### src/rtl/blinker_pkg.sv
// ---------------------------------------------------------------------------
// blinker_pkg
// Shared definitions for the multi-channel LED blinker.
//   mode_e    : per-channel operating mode (OFF / ON / BLINK / ONESHOT)
//   MODE_W    : width of the mode field on the configuration port
//   idx_width : width of a channel-index field for a given channel count,
//               never less than one bit so a single-channel build still
//               has a legal port.
// ---------------------------------------------------------------------------
package blinker_pkg;

    localparam int MODE_W = 2;

    typedef enum logic [MODE_W-1:0] {
        MODE_OFF     = 2'b00,
        MODE_ON      = 2'b01,
        MODE_BLINK   = 2'b10,
        MODE_ONESHOT = 2'b11
    } mode_e;

    function automatic int idx_width(input int n);
        return (n > 1) ? $clog2(n) : 1;
    endfunction

endpackage

### src/rtl/blink_channel.sv
// ---------------------------------------------------------------------------
// blink_channel
// One independent LED channel: holds its mode, period, duty and phase
// counter, and produces a registered LED drive.
//
// Ports
//   clk       in   clock, rising edge
//   rst       in   asynchronous active-high reset (everything to zero / OFF)
//   tick      in   one-cycle blink tick from the shared prescaler
//   sync      in   one-cycle strobe clearing the phase counter
//   wr_en     in   configuration write addressed to this channel
//   wr_mode   in   mode to load
//   wr_period in   period (ticks) to load
//   wr_duty   in   on-time (ticks) to load
//   led       out  registered LED drive
// ---------------------------------------------------------------------------
module blink_channel
    import blinker_pkg::*;
#(
    parameter int CNT_W = 10
) (
    input  logic             clk,
    input  logic             rst,
    input  logic             tick,
    input  logic             sync,
    input  logic             wr_en,
    input  mode_e            wr_mode,
    input  logic [CNT_W-1:0] wr_period,
    input  logic [CNT_W-1:0] wr_duty,
    output logic             led
);

    mode_e            mode_q,   mode_d;
    logic [CNT_W-1:0] period_q, period_d;
    logic [CNT_W-1:0] duty_q,   duty_d;
    logic [CNT_W-1:0] phase_q,  phase_d;
    logic             led_q,    led_d;

    // Last phase value of a blink cycle. A period of 0 behaves as 1,
    // so the phase simply stays at 0.
    logic [CNT_W-1:0] blink_last;
    // Last phase value of a one-shot pulse (only meaningful when duty != 0).
    logic [CNT_W-1:0] shot_last;

    always_comb begin
        blink_last = (period_q == '0) ? '0 : (period_q - CNT_W'(1));
        shot_last  = duty_q - CNT_W'(1);
    end

    // Next-state logic. Priority: write, then sync, then tick-driven advance.
    // A write always lands with phase 0, so a write that coincides with a
    // tick or a sync still starts the new configuration cleanly.
    always_comb begin
        mode_d   = mode_q;
        period_d = period_q;
        duty_d   = duty_q;
        phase_d  = phase_q;

        if (wr_en) begin
            mode_d   = wr_mode;
            period_d = wr_period;
            duty_d   = wr_duty;
            phase_d  = '0;
        end else if (sync) begin
            phase_d = '0;
        end else begin
            case (mode_q)
                MODE_BLINK: begin
                    if (tick) begin
                        // >= rather than == keeps the counter bounded even
                        // if the phase were ever beyond the period.
                        phase_d = (phase_q >= blink_last) ? '0 : (phase_q + CNT_W'(1));
                    end
                end
                MODE_ONESHOT: begin
                    if (duty_q == '0) begin
                        // Zero-length pulse: nothing to show, drop out now.
                        mode_d  = MODE_OFF;
                        phase_d = '0;
                    end else if (tick) begin
                        if (phase_q >= shot_last) begin
                            mode_d  = MODE_OFF;
                            phase_d = '0;
                        end else begin
                            phase_d = phase_q + CNT_W'(1);
                        end
                    end
                end
                default: begin
                    // OFF and ON keep the phase parked at zero.
                    phase_d = '0;
                end
            endcase
        end
    end

    // LED value is a function of the current state; registering it gives
    // the one-cycle output latency.
    always_comb begin
        led_d = 1'b0;
        case (mode_q)
            MODE_ON:      led_d = 1'b1;
            MODE_BLINK:   led_d = (phase_q < duty_q);
            MODE_ONESHOT: led_d = (phase_q < duty_q);
            default:      led_d = 1'b0;
        endcase
    end

    always_ff @(posedge clk or posedge rst) begin
        if (rst) begin
            mode_q   <= MODE_OFF;
            period_q <= '0;
            duty_q   <= '0;
            phase_q  <= '0;
            led_q    <= 1'b0;
        end else begin
            mode_q   <= mode_d;
            period_q <= period_d;
            duty_q   <= duty_d;
            phase_q  <= phase_d;
            led_q    <= led_d;
        end
    end

    assign led = led_q;

endmodule

### src/rtl/multi_blinker.sv
// ---------------------------------------------------------------------------
// multi_blinker
// NUM_CH independent LED blinkers sharing one tick prescaler.
//
// Parameters
//   NUM_CH   number of channels (1..16)
//   TICK_DIV clk cycles per blink tick (>= 2)
//   CNT_W    width of the period / duty / phase fields
//
// Ports
//   clk        in   clock, rising edge
//   rst        in   asynchronous active-high reset
//   cfg_we     in   one-cycle configuration write strobe
//   cfg_ch     in   target channel; indices >= NUM_CH are ignored
//   cfg_mode   in   00 OFF, 01 ON, 10 BLINK, 11 ONESHOT
//   cfg_period in   blink period in ticks
//   cfg_duty   in   on-time in ticks
//   sync       in   one-cycle strobe: restart prescaler and all phases
//   led        out  registered LED drive, bit i = channel i
//   tick       out  one-cycle pulse per blink tick
// ---------------------------------------------------------------------------
module multi_blinker
    import blinker_pkg::*;
#(
    parameter  int NUM_CH   = 4,
    parameter  int TICK_DIV = 100000,
    parameter  int CNT_W    = 10,
    localparam int CH_W     = idx_width(NUM_CH)
) (
    input  logic              clk,
    input  logic              rst,
    input  logic              cfg_we,
    input  logic [CH_W-1:0]   cfg_ch,
    input  logic [MODE_W-1:0] cfg_mode,
    input  logic [CNT_W-1:0]  cfg_period,
    input  logic [CNT_W-1:0]  cfg_duty,
    input  logic              sync,
    output logic [NUM_CH-1:0] led,
    output logic              tick
);

    localparam int PRE_W = $clog2(TICK_DIV);
    localparam logic [PRE_W-1:0] PRE_LAST = PRE_W'(TICK_DIV - 1);

    // ---------------------------------------------------------------
    // Prescaler: 0 .. TICK_DIV-1, tick decoded from the terminal count.
    // ---------------------------------------------------------------
    logic [PRE_W-1:0] cnt_q, cnt_d;
    logic             tick_now;

    always_comb begin
        tick_now = (cnt_q == PRE_LAST);
        if (sync || tick_now) begin
            cnt_d = '0;
        end else begin
            cnt_d = cnt_q + PRE_W'(1);
        end
    end

    always_ff @(posedge clk or posedge rst) begin
        if (rst) begin
            cnt_q <= '0;
        end else begin
            cnt_q <= cnt_d;
        end
    end

    assign tick = tick_now;

    // ---------------------------------------------------------------
    // Write decode and channel array. An out-of-range cfg_ch matches
    // no channel, so the write is silently dropped.
    // ---------------------------------------------------------------
    logic [NUM_CH-1:0] wr_en;
    mode_e             wr_mode;

    assign wr_mode = mode_e'(cfg_mode);

    generate
        for (genvar gi = 0; gi < NUM_CH; gi++) begin : g_ch
            assign wr_en[gi] = cfg_we && (cfg_ch == CH_W'(gi));

            blink_channel #(
                .CNT_W (CNT_W)
            ) u_ch (
                .clk       (clk),
                .rst       (rst),
                .tick      (tick_now),
                .sync      (sync),
                .wr_en     (wr_en[gi]),
                .wr_mode   (wr_mode),
                .wr_period (cfg_period),
                .wr_duty   (cfg_duty),
                .led       (led[gi])
            );
        end
    endgenerate

endmodule

### config.mk
export PLATFORM = sky130hd
export DESIGN_NAME = multi_blinker
export DESIGN_NICKNAME = d
export VERILOG_FILES = /design/src/rtl/blinker_pkg.sv /design/src/rtl/blink_channel.sv /design/src/rtl/multi_blinker.sv
export SDC_FILE = /design/constraint.sdc
export NUM_CORES = 1
export LEC_CHECK = 0
export CAP_MARGIN = 20
export CELL_PAD_IN_SITES_DETAIL_PLACEMENT = 1
export CELL_PAD_IN_SITES_GLOBAL_PLACEMENT = 2
export CORE_UTILIZATION = 43
export DETAILED_ROUTE_END_ITERATION = 12
export PLACE_DENSITY = 0.84
export RECOVER_POWER = 50
export SYNTH_ARGS = -nofsm -noshare
export SYNTH_HDL_FRONTEND = slang
export SYNTH_SLANG_ARGS = --single-unit
export TNS_END_PERCENT = 5
### constraint.sdc
create_clock -name clk -period 13.4 [get_ports clk]
set_input_delay 2.68 -clock clk [delete_from_list [all_inputs] [get_ports clk]]
set_output_delay 2.68 -clock clk [all_outputs]
set_load 0.05 [all_outputs]
---- Yosys cells after proc, flatten, opt, wreduce, memory -nomap -nowiden ----
Cells that the tools add are included.
cells by class
  $add $sub $neg .......................... 13
  magnitude comparators ................... 12
  equality and inequality tests ........... 28
  multiplexer cells ....................... 65
  reductions and logical operators ........ 38
operators by type and width
  cell                   count
  $mux 10                32
  $ge 10x10->1           8
  $logic_not 10->1       8
  $pmux 10 s2            4
  $sub 10x1->10 const B  8
  $mux 2                 24
  $add 10x1->10 const B  4
  $lt 10x10->1           4
  $reduce_bool 3->1      8
  $eq 2x2->1 const B     10
  $ne 5x3->1 const B     4
  $add 17x1->17 const B  1
  $eq 17x17->1 const B   1
  $mux 17                1
  $ne 4x3->1 const B     4
  $reduce_and 4->1       4
  $eq 2x1->1 const B     5
  $ne 2x1->1 const B     4
  $pmux 1 s2             4
  $reduce_and 2->1       4
  $reduce_bool 2->1      4
  $reduce_or 2->1        4
  $logic_and 1x1->1      4
  $logic_not 2->1        1
  $logic_or 1x1->1       1
word-level totals
  flip-flop bits (word level) ............. 149
  bits of input ports ..................... 28
  output and inout bits ................... 5
  logic and storage cells ................. 177

---- Longest topological paths before layout ----
  depth in word-level cells ............... 8
  gate-level depth with buffers ........... 15
  mapped depth without buffers ............ 14

---- Modules after synthesis ----
Synthesis repeated with hierarchy kept, for this count alone.
second synthesis, totals
  cell total of the unflattened synthesis .. 1158
  area total of the unflattened synthesis .. 10757.8 µm²
by module, submodules not included
  module                            times used  cells an instance  area each (µm²)  sequential area each (µm²)
  blink_channel (g_ch[0].u_ch ...)  2           268                2457.4           825.8
  blink_channel (g_ch[1].u_ch)      1           265                2433.6           825.8
  blink_channel (g_ch[3].u_ch)      1           263                2416.1           825.8
  multi_blinker                     1           94                 993.5            425.4

---- Least setup slack after synthesis ----
No wires, ideal clock.
  path type ............................... input port to flip-flop
  from .................................... input port cfg_we
  to ...................................... register g_ch[0].u_ch.phase_q[0]
  library setup time ...................... 65 ps
  data arrival time ....................... 4065 ps
  data required time ...................... 13335 ps
  setup slack ............................. 9271 ps
  stages on the path ...................... 8
  buffers on the path ..................... 1
  path through ............................ nor3b_1 -> buf_2 -> nor3b_4 -> o211ai_1 -> or3_1 -> a21boi_4 -> nor2_4 -> mux2_2
on the way
  word-level cells in the longest chain between the ends .. 3
ends and longest elaborated chain
  item                                                       line                  text
  start, declared                                            multi_blinker.sv:32   input logic cfg_we,
  $logic_and 1x1->1 *                                        multi_blinker.sv:81   assign wr_en[gi] = cfg_we && (cfg_ch == CH_W'(gi));
  $ne 5x3->1 (no source line) or $ne 4x3->1 (tied branches)  --
  $reduce_and 2->1 (no source line)                          --
  end signal, assigned                                       blink_channel.sv:120  phase_q <= phase_d;
  end, declared                                              blink_channel.sv:36   logic [CNT_W-1:0] phase_q, phase_d;
Mark *: on every way between the ends. The rest lies on a longest branch, timed or not.
A chain may end at the register's enable or synchronous reset.

==> flow_summary_export.csv <==
group,metric,value,unit
floorplan,fp-row-count,57,
run,maxCapViolations,2,
clocking,htreeDepth,4,
power_and_ir_drop,clockPowerShare,34.0,%
place,dp_hpwl,20300,um
floorplan,die_width,159,um
clocking,cts_resized,0,
cells_and_area,drive_above_1_share,9.53,%
sta,maxSlewHeadroom,-148,%
clocking,cts_num_sinks,149,
yosys,syn_inst,1140,
cells_and_area,fillers,2787,
critical_path,arrival,6.41,ns
run_status,violations,"max-capacitance violations, max-slew violations",
yosys,seq_area_frac_synth,35.1,%
critical_path,cp_cell_sequence,"dlygate4sd3_1, clkinvlp_2, buf_4",
yosys,yosysUniqueCellTypes,70,
critical_path,crit_slowest_cell,"clkinvlp_2",
critical_path,startpoint_type,"primary input",
yosys,synthArstFlopShare,100,%
yosys,syn_nets,1305,
critical_path,path_buf_inv,3,
critical_path,critical_path_class,"primary input to asynchronous set/reset pin",
sta,final.period_utilization,44.7,%
run_status,run_status,"complete, but fails checks",
yosys,ys.warnings.count,0,
floorplan,initial_utilization,43.8,%
yosys,synth_area,0.0106,mm^2
min_path,min_path_cells,1,
sta,finalClockSkew,0.0116,ns
global_routing,grt_pass1_wl,46300,um
power_and_ir_drop,swShare,33.4,%
floorplan,core_area,0.0242,mm^2
min_path,hp-class,"flop to flop",
cells_and_area,final_common_cell,"nand2_1",
clocking,cts_buffers,17,
global_routing,grt_pass1_vias,8836,
detailed_routing,vias_per_cell,5.53,
critical_path,max_stage_delay,2.08,ns
place,placed_area,0.0113,mm^2
power_and_ir_drop,peakVddDrop,71.9,uV
global_routing,grt-ovfl-total,0,
detailed_routing,drt_pass1_iterations,4,
global_routing,antenna_found_initial,0,
sta,clock.fmax,0.167,GHz
yosys,avgSynthCellArea,9.31,um^2
detailed_routing,drt-total-wl,27600,um
clocking,insertion_delay,0.43,ns
detailed_routing,drt_iter0_drc,304,
critical_path,crit_fanout,77,
power_and_ir_drop,p_per_area,122,mW/mm^2
critical_path,end_kind,"asynchronous set/reset pin",
sta,hold_viol_final,0,
yosys,synth_edf_count,0,
critical_path,crit_family,"buffers and inverters",
sta,setup_violations,0,
sta,rsz0062_at_grt,"false",
floorplan,die_area,0.0253,mm^2
cells_and_area,final_area,0.0118,mm^2
global_routing,grt_start_max_net_pins,78,
floorplan,chipHeight,159,um
cells_and_area,syn2layout_area_growth,11.6,%
place,port_buffers,32,
clocking,path_clk_slew,0.06,ns
detailed_routing,vias,8357,
critical_path,cp.required,13.82,ns
clocking,cts_tree,"yes",
power_and_ir_drop,p_leak,5.52,nW
clocking,root_buffer,"clkbuf_16",
sta,maxSlewViolCount,116,
floorplan,boundaryPins,33,
clocking,cts_hold_buf,0,
detailed_routing,ant_nets,0,
power_and_ir_drop,p_sw,0.484,mW
cells_and_area,antennaDiodeCount,0,
power_and_ir_drop,p_int,0.965,mW
detailed_routing,avgRoutedWirePerCell,18.3,um
place,place_ws,8.02,ns
clocking,clockBufferDepth,2,
power_and_ir_drop,seqPwrFrac,39.1,%
cells_and_area,nNetsFinal,1338,
detailed_routing,drcViolationCount,0,
power_and_ir_drop,pwr-share-comb,26.8,%
sta,worst_pin_slew,3.70,ns
critical_path,rr_worst_depth,12,
clocking,cts_setup_buffers,0,
global_routing,track_usage,23.1,%
cells_and_area,final_cell_mix,"161 x nand2_1, 149 x dfrtp_1, 137 x ha_1",
critical_path,cp_num_cells,3,
yosys,synth_seq_cells,149,
sta,period_minus_slack,5.99,ns
sta,finalWorstSetupSlack,7.41,ns
place,place_congestion,0.801,
sta,fin_setup_tns,0,ns
yosys,synth_ff_type,"dfrtp_1",
-- worst register-to-register path, stage by stage (launching register included) --
cell and delay [ns]:
dfrtp_1 0.43, or4_1 0.59, nor2_1 0.12, nand4b_1 0.33
and2_1 0.30, ha_1 0.26, nand2b_1 0.14, a211oi_1 0.23
o21ai_0 0.11, nor3b_1 0.18, o32ai_4 0.30, nand2b_2 0.28
o22ai_2 0.16
-- worst paths after layout --
kind                                     startpoint                 endpoint  slack [ns]
max                                             rst   g_ch[1].u_ch.duty_q[0]        7.41
min                                        cnt_q[0]                 cnt_q[0]        0.49
max reg2reg                g_ch[1].u_ch.period_q[4]  g_ch[1].u_ch.phase_q[8]        9.87
min reg2reg                                cnt_q[0]                 cnt_q[0]        0.49
max in group clk                          cfg_ch[1]  g_ch[1].u_ch.phase_q[8]        7.58
min in group asynchronous                       rst  g_ch[2].u_ch.phase_q[2]        3.81
-- through the flow --
stage                     hold WS (ns)  utilization [%]  total power, mW  std cells
after global routing             0.519             48.8             1.54       1510
after CTS                        0.496             48.9             1.47       1510
after floorplan                  0.455                -            0.858       1140
after global placement           0.476             46.5            0.952       1478
final                            0.489             48.8             1.45       1510
after detailed placement         0.487             46.5            0.968       1478
-- power by group through the flow --
stage                     clock network, mW  logic, mW  registers [mW]
final                                 0.493      0.389           0.567
after global routing                  0.520      0.447           0.576
after CTS                             0.502      0.398           0.567
after detailed placement                  0      0.394           0.574
after global placement                    0      0.380           0.572
after floorplan                           0      0.303           0.555
-- Yosys cell counts, types with 3 or more instances --
cell type	count	area (um^2)
buf_2	4	20.0
o2111ai_1	4	35.0
a22o_1	16	140
o21a_1	3	22.5
dfrtp_1	149	3730
or3_1	7	43.8
buf_4	5	37.5
and2_1	4	25.0
nand3_1	39	195
nor2b_1	21	131
a21oi_1	37	185
o211ai_1	3	22.5
a21o_1	12	90.1
inv_1	76	285
nor2_1	53	199
o21ai_1	7	35.0
o22ai_1	4	25.0
clkbuf_1	13	48.8
o21bai_1	5	37.5
xnor2_1	43	377
ha_1	137	1710
a211oi_1	21	158
nand4b_1	4	35.0
nand2b_1	20	125
a211o_1	3	26.3
nor3b_1	4	30.0
mux2_2	50	563
o21ai_0	74	370
xor2_1	30	263
nor4_1	13	81.3
nand2_1	161	604
and3_1	18	113
nor3_1	31	155
o31ai_1	3	22.5
o22ai_2	7	87.6
nand4_1	15	93.8
-- logic make-up (layout without fill, tap and decap cells) --
group | Yosys count | count (layout) | synth area share (%)
and+or+nand+nor | 410 | 410 | 19.4
AOI/OAI and AO/OA | 220 | 220 | 14.1
DFF | 149 | 149 | 35.1
adders and majority gates | 137 | 137 | 16.2
buffers and inverters | 100 | 146 | 3.83
xor gates and xnor gates | 73 | 73 | 6.02
muxes | 51 | 51 | 5.40
-- per-layer routing --
layer	vias to the layer above	share of wire, %	global-route usage [%]
li1	4115	-	-
met1	4153	48	30.5
met2	69	49	40.2
met3	20	2.3	3.02
met4	0	0.98	5.16
met5	-	0	0
-- flip-flops by register name, summed over array words and instances, names as in the netlist --
signal and cells:
g_ch.u_ch.duty_q 40, g_ch.u_ch.led 4, g_ch.u_ch.period_q 40, g_ch.u_ch.phase_q 40, g_ch.u_ch.mode_q 8, cnt_q 17
-- layout make-up --
type / count / area [um^2] / share of cell area [%]
Tap cell: 324 / 405 / 3.42
Clock inverter: 11 / 123 / 1.04
Timing Repair Buffer: 38 / 347 / 2.93
Clock buffer: 21 / 470 / 3.97
Inverter: 76 / 287 / 2.42
Multi-Input combinational cell: 891 / 6480 / 54.7
Sequential cell: 149 / 3730 / 31.5
Power figures use the tool's default switching activity.
